==> src/rtl/hazard_pkg.sv <==
// Shared types for the execute-stage hazard/forwarding controller.
//   fwd_sel_e    : forwarding-mux select encoding
//   stage_info_t : register-use info carried by the M and W shadow stages
//   mc_state_e   : multi-cycle sequencer states
//   rd_hit()     : "this stage writes src" test (x0 never matches)
package hazard_pkg;

  localparam int HZ_REG_AW = 5;

  typedef enum logic [1:0] {
    FWD_RS  = 2'b00,
    FWD_WB  = 2'b01,
    FWD_ALU = 2'b10,
    FWD_MEM = 2'b11
  } fwd_sel_e;

  typedef struct packed {
    logic [HZ_REG_AW-1:0] rd;
    logic                 regwrite;
    logic                 memread;
  } stage_info_t;

  typedef enum logic {
    ST_RUN  = 1'b0,
    ST_BUSY = 1'b1
  } mc_state_e;

  function automatic logic rd_hit(input stage_info_t s, input logic [HZ_REG_AW-1:0] src);
    return s.regwrite && (s.rd != '0) && (s.rd == src);
  endfunction

endpackage

==> src/rtl/fwd_sel_unit.sv <==
// Forwarding priority for one E-stage source operand (pure combinational).
//   src    : E-stage source register
//   m, w   : M and W stage register-use info
//   sel    : mux select (M beats W; M load only forwards when MEMFWD=1)
//   MEMFWD : 1 when the M memory output is a legal forwarding source
module fwd_sel_unit
  import hazard_pkg::*;
#(
  parameter bit MEMFWD = 1'b0
) (
  input  logic [HZ_REG_AW-1:0] src,
  input  stage_info_t          m,
  input  stage_info_t          w,
  output fwd_sel_e             sel
);

  logic m_hit, w_hit;

  always_comb begin
    // Without memory forwarding a load in M has no usable value yet; the
    // load-use stall keeps that case from ever occurring.
    m_hit = rd_hit(m, src) && (MEMFWD || !m.memread);
    w_hit = rd_hit(w, src);
    sel   = FWD_RS;
    if (m_hit)      sel = m.memread ? FWD_MEM : FWD_ALU;
    else if (w_hit) sel = FWD_WB;
  end

endmodule

==> src/rtl/hazard_fwd_ctrl.sv <==
// Execute-stage hazard and forwarding controller for the 5-stage pipeline.
// Tracks shadow register-use info for E/M/W, drives the operand forwarding
// selects and sequences stalls/flushes for load-use, taken branches and
// multi-cycle E operations.
//   i_clk, i_rst            : clock, synchronous active-high reset
//   i_d_rs1/rs2/rd          : decode-stage register fields
//   i_d_regwrite/memread/mc : decode-stage instruction class
//   i_e_br_taken            : branch in E resolved taken
//   o_con_fa/o_con_fb       : operand A/B forwarding selects
//   o_stall_f/d/e           : hold PC, F/D, D/E
//   o_flush_d/e/m           : clear F/D, D/E, E/M
//   o_busy                  : multi-cycle sequencer in BUSY
// Build option: define HAZ_MEMFWD_EN to forward the M memory output (select
// 11) and drop the load-use stall.
module hazard_fwd_ctrl
  import hazard_pkg::*;
#(
  parameter int REG_AW = HZ_REG_AW,
  parameter int MC_LAT = 4,
  parameter int CNT_W  = $clog2(MC_LAT+1)
) (
  input  logic              i_clk,
  input  logic              i_rst,
  input  logic [REG_AW-1:0] i_d_rs1,
  input  logic [REG_AW-1:0] i_d_rs2,
  input  logic [REG_AW-1:0] i_d_rd,
  input  logic              i_d_regwrite,
  input  logic              i_d_memread,
  input  logic              i_d_mc,
  input  logic              i_e_br_taken,
  output logic [1:0]        o_con_fa,
  output logic [1:0]        o_con_fb,
  output logic              o_stall_f,
  output logic              o_stall_d,
  output logic              o_stall_e,
  output logic              o_flush_d,
  output logic              o_flush_e,
  output logic              o_flush_m,
  output logic              o_busy
);

  localparam int NUM_OPS = 2;
`ifdef HAZ_MEMFWD_EN
  localparam bit MEMFWD = 1'b1;
`else
  localparam bit MEMFWD = 1'b0;
`endif

  logic [REG_AW-1:0] e_rs1, e_rs2;
  logic              e_mc, e_mc_d;
  stage_info_t       e_info, m_info, w_info;
  mc_state_e         state_q, state_d;
  logic [CNT_W-1:0]  cnt_q, cnt_d;
  logic              rst_q, quiet, busy, br, ld_use;
  logic              stall_fd, stall_e, flush_d, flush_e, flush_m;

  logic [NUM_OPS-1:0][REG_AW-1:0] op_src;
  logic [NUM_OPS-1:0][1:0]        op_sel;

  // Outputs are held at zero during reset and for the first cycle after it.
  assign quiet = i_rst | rst_q;
  assign busy  = (state_q == ST_BUSY);
  assign br    = i_e_br_taken & ~busy;

`ifdef HAZ_MEMFWD_EN
  assign ld_use = 1'b0;
`else
  assign ld_use = ~busy & e_info.memread &
                  (rd_hit(e_info, i_d_rs1) | rd_hit(e_info, i_d_rs2));
`endif

  // Stall/flush priority: BUSY, then taken branch, then load-use.
  always_comb begin
    stall_fd = 1'b0;
    stall_e  = 1'b0;
    flush_d  = 1'b0;
    flush_e  = 1'b0;
    flush_m  = 1'b0;
    if (!quiet) begin
      if (busy) begin
        stall_fd = 1'b1;
        stall_e  = 1'b1;
        flush_m  = 1'b1;
      end else if (br) begin
        flush_d  = 1'b1;
        flush_e  = 1'b1;
      end else if (ld_use) begin
        stall_fd = 1'b1;
        flush_e  = 1'b1;
      end
    end
  end

  // mc bit E will hold next cycle.
  assign e_mc_d = flush_e ? 1'b0 : (stall_e ? e_mc : i_d_mc);

  // BUSY is entered on the edge that loads an mc op into E, so the op sits in
  // E for MC_LAT-1 held BUSY cycles plus the RUN cycle in which it leaves.
  always_comb begin
    state_d = state_q;
    cnt_d   = cnt_q;
    case (state_q)
      ST_RUN: begin
        if (e_mc_d) begin
          state_d = ST_BUSY;
          cnt_d   = CNT_W'(MC_LAT-1);
        end
      end
      ST_BUSY: begin
        cnt_d = cnt_q - CNT_W'(1);
        if (cnt_q == CNT_W'(1)) state_d = ST_RUN;
      end
      default: state_d = ST_RUN;
    endcase
  end

  always_ff @(posedge i_clk) begin
    if (i_rst) begin
      rst_q   <= 1'b1;
      state_q <= ST_RUN;
      cnt_q   <= '0;
      e_rs1   <= '0;
      e_rs2   <= '0;
      e_mc    <= 1'b0;
      e_info  <= '0;
      m_info  <= '0;
      w_info  <= '0;
    end else begin
      rst_q   <= 1'b0;
      state_q <= state_d;
      cnt_q   <= cnt_d;
      e_mc    <= e_mc_d;
      if (flush_e) begin
        e_rs1  <= '0;
        e_rs2  <= '0;
        e_info <= '0;
      end else if (!stall_e) begin
        e_rs1  <= i_d_rs1;
        e_rs2  <= i_d_rs2;
        e_info <= '{rd: i_d_rd, regwrite: i_d_regwrite, memread: i_d_memread};
      end
      m_info <= flush_m ? '0 : e_info;
      w_info <= m_info;
    end
  end

  assign op_src[0] = e_rs1;
  assign op_src[1] = e_rs2;

  for (genvar g = 0; g < NUM_OPS; g++) begin : g_op
    fwd_sel_unit #(.MEMFWD(MEMFWD)) u_fwd (
      .src (op_src[g]),
      .m   (m_info),
      .w   (w_info),
      .sel (op_sel[g])
    );
  end

  assign o_con_fa  = quiet ? 2'b00 : op_sel[0];
  assign o_con_fb  = quiet ? 2'b00 : op_sel[1];
  assign o_stall_f = stall_fd;
  assign o_stall_d = stall_fd;
  assign o_stall_e = stall_e;
  assign o_flush_d = flush_d;
  assign o_flush_e = flush_e;
  assign o_flush_m = flush_m;
  assign o_busy    = busy & ~quiet;

`ifndef HAZ_MEMFWD_EN
  // The load-use stall must keep a load in M from feeding E directly.
  logic ld_m_hit;
  assign ld_m_hit = m_info.memread & (rd_hit(m_info, e_rs1) | rd_hit(m_info, e_rs2));
  a_no_ld_m_use: assert property (@(posedge i_clk) disable iff (quiet) !ld_m_hit);
`endif

endmodule

==> config.mk <==
export PLATFORM = sky130hd
export DESIGN_NAME = hazard_fwd_ctrl
export DESIGN_NICKNAME = d
export VERILOG_FILES = /design/src/rtl/hazard_pkg.sv /design/src/rtl/fwd_sel_unit.sv /design/src/rtl/hazard_fwd_ctrl.sv
export SDC_FILE = /design/constraint.sdc
export NUM_CORES = 1
export LEC_CHECK = 0
export BUFFER_PORTS_ARGS = -buffer_cell sky130_fd_sc_hd__buf_2
export CAP_MARGIN = 5
export CORE_UTILIZATION = 50
export DETAILED_ROUTE_END_ITERATION = 12
export PLACE_DENSITY = 0.73
export SLEW_MARGIN = 20
export SYNTH_ARGS = -nofsm -noshare
export SYNTH_HDL_FRONTEND = slang
export SYNTH_SLANG_ARGS = --single-unit
export TNS_END_PERCENT = 30
==> constraint.sdc <==
create_clock -name i_clk -period 4.4 [get_ports i_clk]
set_input_delay 0.44 -clock i_clk [delete_from_list [all_inputs] [get_ports i_clk]]
set_output_delay 0.44 -clock i_clk [all_outputs]
set_load 0.005 [all_outputs]
Yosys cells after proc, flatten, opt, wreduce, memory -nomap -nowiden
Index checks and enable logic that the tools add are counted.
{"block": "totals", "in_bits": 21, "reg_bits": 36, "out_inout_bits": 11}
{"block": "op_classes", "n_mux": 27, "eq_ne": 8, "bitwise_logic": 8, "n_reduce_logical": 17, "addsub": 1}
{"operator": "5-bit equality test", "count": 6}
{"operator": "1-bit two-way mux", "count": 20}
{"operator": "5-bit nonzero test", "count": 3}
{"operator": "1-bit logical AND", "count": 11}
{"operator": "2-bit two-way mux", "count": 4}
{"operator": "3-bit one-hot mux with 2 select lines", "count": 1}
{"operator": "1-bit AND", "count": 4}
{"operator": "2-bit OR reduction", "count": 2}
{"operator": "3-bit by 1-bit equality test with 1-bit output, second input constant", "count": 1}
{"operator": "3-bit two-way mux", "count": 1}
{"operator": "3-bit by 1-bit subtractor with 3-bit output, second input constant", "count": 1}
{"operator": "2-bit != test, second input constant", "count": 1}
{"operator": "1-bit inverter", "count": 2}
{"operator": "1-bit bitwise OR", "count": 2}
{"operator": "1-bit one-hot mux with 2 select lines", "count": 1}
{"operator": "1-bit logical NOT", "count": 1}

Logic depth before layout (Yosys ltp)
{"block": "logic_depth", "ltp_word": 12, "depth_mapped": 8}

Cells and area by module
Synthesis repeated with hierarchy kept, for this count alone.
{"block": "unflattened", "hier_cells": 210, "hier_area_um2": 1881.8}
{"module": "hazard_fwd_ctrl", "area_each_um2": 1544.0, "n_inst": 1, "cells_each": 166}
{"module": "fwd_sel_unit", "area_each_um2": 168.9, "n_inst": 2, "cells_each": 22}

Worst setup path after synthesis
Ideal clock, no wire load.
{"block": "synth_timing", "path_kind": "input to output", "start": "in i_rst", "end": "out o_stall_f", "path_slack_ns": 2.278, "arrival_ns": 1.682, "t_required_ns": 3.960, "cell_stages": 5, "path_cell_list": "nor3_1 > o2111ai_4 > or2_2 > o21ai_0 > buf_4"}
{"block": "synth_via", "elab_chain_len": 2}
{"element": "start: declaration", "line": "hazard_fwd_ctrl.sv:23", "source": "input logic i_rst,"}
{"element": "1-bit bitwise OR", "line": "hazard_fwd_ctrl.sv:61", "source": "assign quiet = i_rst | rst_q;"}
{"element": "1-bit two-way mux", "line": "hazard_fwd_ctrl.sv:79", "source": "if (!quiet) begin"}
{"element": "end: declaration", "line": "hazard_fwd_ctrl.sv:33", "source": "output logic o_stall_f,"}
No other way between the ends.

Final worst setup path
{"block": "layout_timing", "start": "reg e_info[6] (netlist name)", "end": "out o_stall_d"}
{"block": "layout_via", "elab_chain_len": 9, "word_cells_on_any_way": 12}
{"element": "start: declaration", "line": "hazard_fwd_ctrl.sv:51", "source": "stage_info_t e_info, m_info, w_info;"}
{"element": "start signal: assignment", "line": "hazard_fwd_ctrl.sv:140", "source": "e_info <= '{rd: i_d_rd, regwrite: i_d_regwrite, memread: i_d_memread};"}
{"element": "5-bit nonzero test", "line": "hazard_pkg.sv:29", "source": "return s.regwrite && (s.rd != '0) && (s.rd == src);"}
{"element": "1-bit logical AND (2 in series)", "line": "hazard_pkg.sv:29"}
{"element": "1-bit bitwise OR *", "line": "hazard_fwd_ctrl.sv:69", "source": "(rd_hit(e_info, i_d_rs1) | rd_hit(e_info, i_d_rs2));"}
{"element": "1-bit AND *", "line": "hazard_fwd_ctrl.sv:68", "source": "assign ld_use = ~busy & e_info.memread &"}
{"element": "1-bit two-way mux *", "line": "hazard_fwd_ctrl.sv:87", "source": "end else if (ld_use) begin"}
{"element": "1-bit two-way mux *", "line": "hazard_fwd_ctrl.sv:84", "source": "end else if (br) begin"}
{"element": "1-bit two-way mux *", "line": "hazard_fwd_ctrl.sv:80", "source": "if (busy) begin"}
{"element": "1-bit two-way mux *", "line": "hazard_fwd_ctrl.sv:79"}
{"element": "end: declaration", "line": "hazard_fwd_ctrl.sv:34", "source": "output logic o_stall_d,"}
Every way passes the cells marked *; elsewhere a longest branch is shown, timed or not.

==> results by stage <==
Die:
- The count of boundary I/O pins is 32.
- The initial core utilization is 0.522.
- The die width is 61.0 um.
- The standard-cell row count is 21.
- The die outline height is 61.0 um.
- The core area is 0.00334 sq mm.
- The die area is 0.00372 sq mm.

Run status:
- The run finished with clean final reports.

Clocking:
- TritonCTS built the clock tree.
- The clock drives 36 sinks.
- The buffer count from post-CTS setup fixing is 0.
- The master cell of the clock root buffer is sky130_fd_sc_hd__clkbuf_4.
- The number of resized instances in the post-cts repair step is 0.
- The worst-case clock buffer depth is 2.
- The clock edge transition at the registers on the reported setup and hold paths is 0.10 ns.
- In this run, CTS created clock tree buffers numbering 5.
- The deepest level of the CTS H-tree is 2.
- Hold repair after CTS inserted 0 buffers.
- The clock latency on the worst-skew pair is 0.34 ns.

Power:
- The switching part of the total is 0.288.
- The share of power burned in the clock network is 0.272.
- The share of total power dissipated in sequential elements is 0.584.
- Dividing total power by cell area gives a power density of 323 mW/mm^2.
- The share of total power dissipated in combinational logic is 0.145.
- The net switching power figure is 182 uW.
- The internal portion of the total power is 452 uW.
- The worst ir drop on vdd is 209 uV.
- In this run the static leakage power is 0.000898 uW.

Timing:
- The clock period minus worst slack is 2.46 ns.
- Static timing analysis puts the maximum clock frequency at 407 MHz.
- Setup repair after global routing left no endpoint under its margin.
- The worst-case setup margin in the final layout is 1.94 ns.
- In the final timing run, aggregate negative setup slack is 0 ns.
- Setup violations remaining at the end of the flow were counted as 0.
- The final critical-path share of the clock period is 0.559.
- The setup clock skew after layout is 0.00327 ns.
- The worst pin sits at a relative slew slack of 0.568.
- Hold is met by 0.324 ns.
- The final count of hold timing violations is 0.
- The max-slew violation count came to 0.
- For the pin with the worst max-slew slack, the measured transition is 0.647 ns.

Yosys:
- The synthesized area is 0.00174 sq mm.
- The number of storage elements in the synthesis netlist is 36.
- sky130_fd_sc_hd__nand2_1 is the most common cell in the netlist.
- Counting flops with an async set or reset pin after synthesis yields a share of 0.
- The cell taking the most area after synthesis is sky130_fd_sc_hd__dfxtp_1.
- The gate count of the mapped netlist is 193.
- Sorting the synthesized cells by area gives the leading types as sky130_fd_sc_hd__dfxtp_1 41%, sky130_fd_sc_hd__xor2_1 11%, sky130_fd_sc_hd__nand2_1 8.4%, sky130_fd_sc_hd__a21oi_2 4.5%, sky130_fd_sc_hd__xnor2_1 4.5%.
- The proportion of synthesized area in mux cells is 0.00575.
- Of the total synthesized cell area, the portion taken by full adders, half adders and majority gates is 0.0144.
- Yosys printed 0 warnings.
- After synthesis, the mean cell area works out to 9.02 sq um.
- For this run, the register share of the synthesized area comes to 0.414.
- The dominant register cell in the synthesized netlist is sky130_fd_sc_hd__dfxtp_1.
- Of the post-synthesis cell area, the dominant cell type holds 0.414.
- The complex-gate fraction of the synthesized area is 0.150.
- By area, the combinational part of the netlist is dominated by simple AND/OR/NAND/NOR gates.
- By count the netlist is led by 39 x sky130_fd_sc_hd__nand2_1, 36 x sky130_fd_sc_hd__dfxtp_1, 22 x sky130_fd_sc_hd__xor2_1.
- After synthesis, the netlist uses 37 different library cells.
- Of the total synthesized cell area, the portion taken by AND, OR, NAND and NOR gates is 0.217.
- The synthesized design contains 0 enable-type register cells.
- The number of nets in the synthesized netlist is 216.
- Of the total synthesized cell area, the portion taken by XOR and XNOR cells is 0.156.

Critical path:
- STA classifies the critical path startpoint as a register.
- The capturing element type of the critical path is an output pin.
- The start-to-end type of the worst setup path is reg2out.
- The maximum net fanout on the critical path is 5.
- Data on the critical path is required at its endpoint by 3.96 ns.
- STA puts the critical path data arrival time at 2.02 ns.
- The largest single stage delay on the critical path is 0.50 ns.
- The master of the slowest instance on the critical path is sky130_fd_sc_hd__dfxtp_1.
- Walking the worst path, the cells encountered are xor2_1 > nor3_1 > a22oi_2 > or2_2 > o21ai_0 > buf_2.

GRT:
- The number of antenna violations at the first check in global routing is 0.
- For this run, the total global-route usage over all layers was measured as 0.207.
- The number of global-route vias before repair came to 1,168.
- The total congestion overflow after global routing is 0.
- The wire length of the first global-routing pass is 5.47 mm.
- The pin count of the biggest net entering global routing is 23.

Drt:
- The number of nets still failing antenna checks after routing is 0.
- The number of DRC markers in iteration 0 is 27.
- The DRC violation count after routing is 0.
- For this block, the routed nets add up to 3.46 mm of wire.
- The overall via count from detail_route is 1,351.
- The mean number of vias per cell is 5.00.
- The detailed-router iteration count before antenna repair is 4.
- The average detailed-routed wire length per instance is 12.8 um.

Placed design:
- The detailed placement HPWL is 2.66 mm.
- The global placer's final weighted congestion is 0.797.
- The worst setup slack after placement is 1.93 ns.
- Including well taps, the total number of placed cells is 262.
- The number of buffers added on ports is 31.

Final layout:
- The count of antenna diodes in the layout is 0.
- The share of post-route cells with drive strength above 1 is 0.259.
- For this run, the share of the core covered by cells in the final layout is 0.588.
- The number of cells in the finished layout apart from fillers is 270.
- The final layout contains 246 nets.
- The layout overhead on the synthesized area is 12.6%.

Worst hold path:
- The path class of the tightest hold or removal check is in2reg.

Job:
- Max-cap violations in this run came to 0.
==> metrics by stage <==
stage | area, sq um | total power, uW
after floorplan | 1740 | 443
after global placement | 1910 | 469
after detailed placement | 1910 | 471
after CTS | 1960 | 642
after global routing | 1960 | 666
final | 1960 | 634
==> power by group through the flow <==
stage	Combinational (uW)	Sequential (uW)	Clock (uW)
2_1_floorplan	74.1	369	0
3_3_place_gp	91.8	377	0
3_5_place_dp	92.8	378	0
4_1_cts	93.1	370	179
5_1_grt	104	373	188
6_report	91.8	370	172
==> critical path, delay by kind of cell (launching register included) <==
kind,cells,cell delay [ns]
AND/OR/NAND/NOR,2,0.56
flip-flops,1,0.50
AO/OA/AOI/OAI,2,0.35
buffers and inverters,1,0.15
XOR/XNOR,1,0.11
==> cells by family after synthesis <==
family,Yosys count
buffers and inverters,14
and+or+nand+nor,78
DFF,36
muxes,1
xor gates and xnor gates,31
AOI/OAI and AO/OA,31
adders and majority gates,2
==> routing by layer <==
metal | GRT usage | wire length, um | vias up | share of wire
met2 | 0.304 | 1570 | 24 | 0.45
met3 | 0.0399 | 110 | 7 | 0.032
met5 | 0 | 0 | - | 0
met4 | 0.107 | 77 | 0 | 0.022
li1 | - | - | 699 | -
met1 | 0.289 | 1700 | 621 | 0.49
==> layout make-up <==
| type | instances | area (sq um) |
|---|---|---|
| clock inverters | 3 | 18.8 |
| flip-flops and latches | 36 | 721 |
| multi-input cells | 143 | 946 |
| clock buffers | 5 | 37.5 |
| fillers | 334 | 1380 |
| well taps | 46 | 57.6 |
| repair buffers | 32 | 163 |
| inverters | 5 | 18.8 |
==> state kept, by name (all words and copies together), names as in the netlist <==
signal / cells
busy: 1
rst_q: 1
e_rs1: 5
w_info: 6
m_info: 7
e_mc: 1
e_rs2: 5
cnt_q: 3
e_info: 7
==> layout by cell type, fill, tap and decap left out, types with 2 or more instances in the layout <==
| cell | count |
|---|---|
| sky130_fd_sc_hd__dfxtp_1 | 36 |
| sky130_fd_sc_hd__clkbuf_4 | 5 |
| sky130_fd_sc_hd__or4_1 | 3 |
| sky130_fd_sc_hd__nor2_1 | 8 |
| sky130_fd_sc_hd__a21oi_2 | 9 |
| sky130_fd_sc_hd__a21oi_1 | 8 |
| sky130_fd_sc_hd__nor2b_1 | 7 |
| sky130_fd_sc_hd__nor4_1 | 3 |
| sky130_fd_sc_hd__buf_2 | 31 |
| sky130_fd_sc_hd__inv_1 | 5 |
| sky130_fd_sc_hd__o21ai_0 | 2 |
| sky130_fd_sc_hd__ha_1 | 2 |
| sky130_fd_sc_hd__nand3_1 | 2 |
| sky130_fd_sc_hd__nand2_1 | 39 |
| sky130_fd_sc_hd__a31oi_1 | 3 |
| sky130_fd_sc_hd__clkinv_2 | 2 |
| sky130_fd_sc_hd__xor2_1 | 22 |
| sky130_fd_sc_hd__xnor2_1 | 9 |
| sky130_fd_sc_hd__and2_1 | 7 |
| sky130_fd_sc_hd__nor3_1 | 3 |
| sky130_fd_sc_hd__and4_1 | 2 |
==> worst paths after layout <==
path	start	slack, ns	cells past startpoint	end
worst max-delay path	e_info[6]$_SDFFE_PP0N_	1.94	6	o_stall_d
worst min-delay path	i_d_regwrite	0.32	3	e_info[1]$_SDFFE_PP0N_
worst max register to register	rst_q$_DFF_P_	2.28	8	cnt_q[1]$_SDFFE_PP0P_
worst min register to register	m_info[1]$_SDFF_PP0_	0.48	1	w_info[1]$_SDFF_PP0_
(Power assumes the default switching activity.)
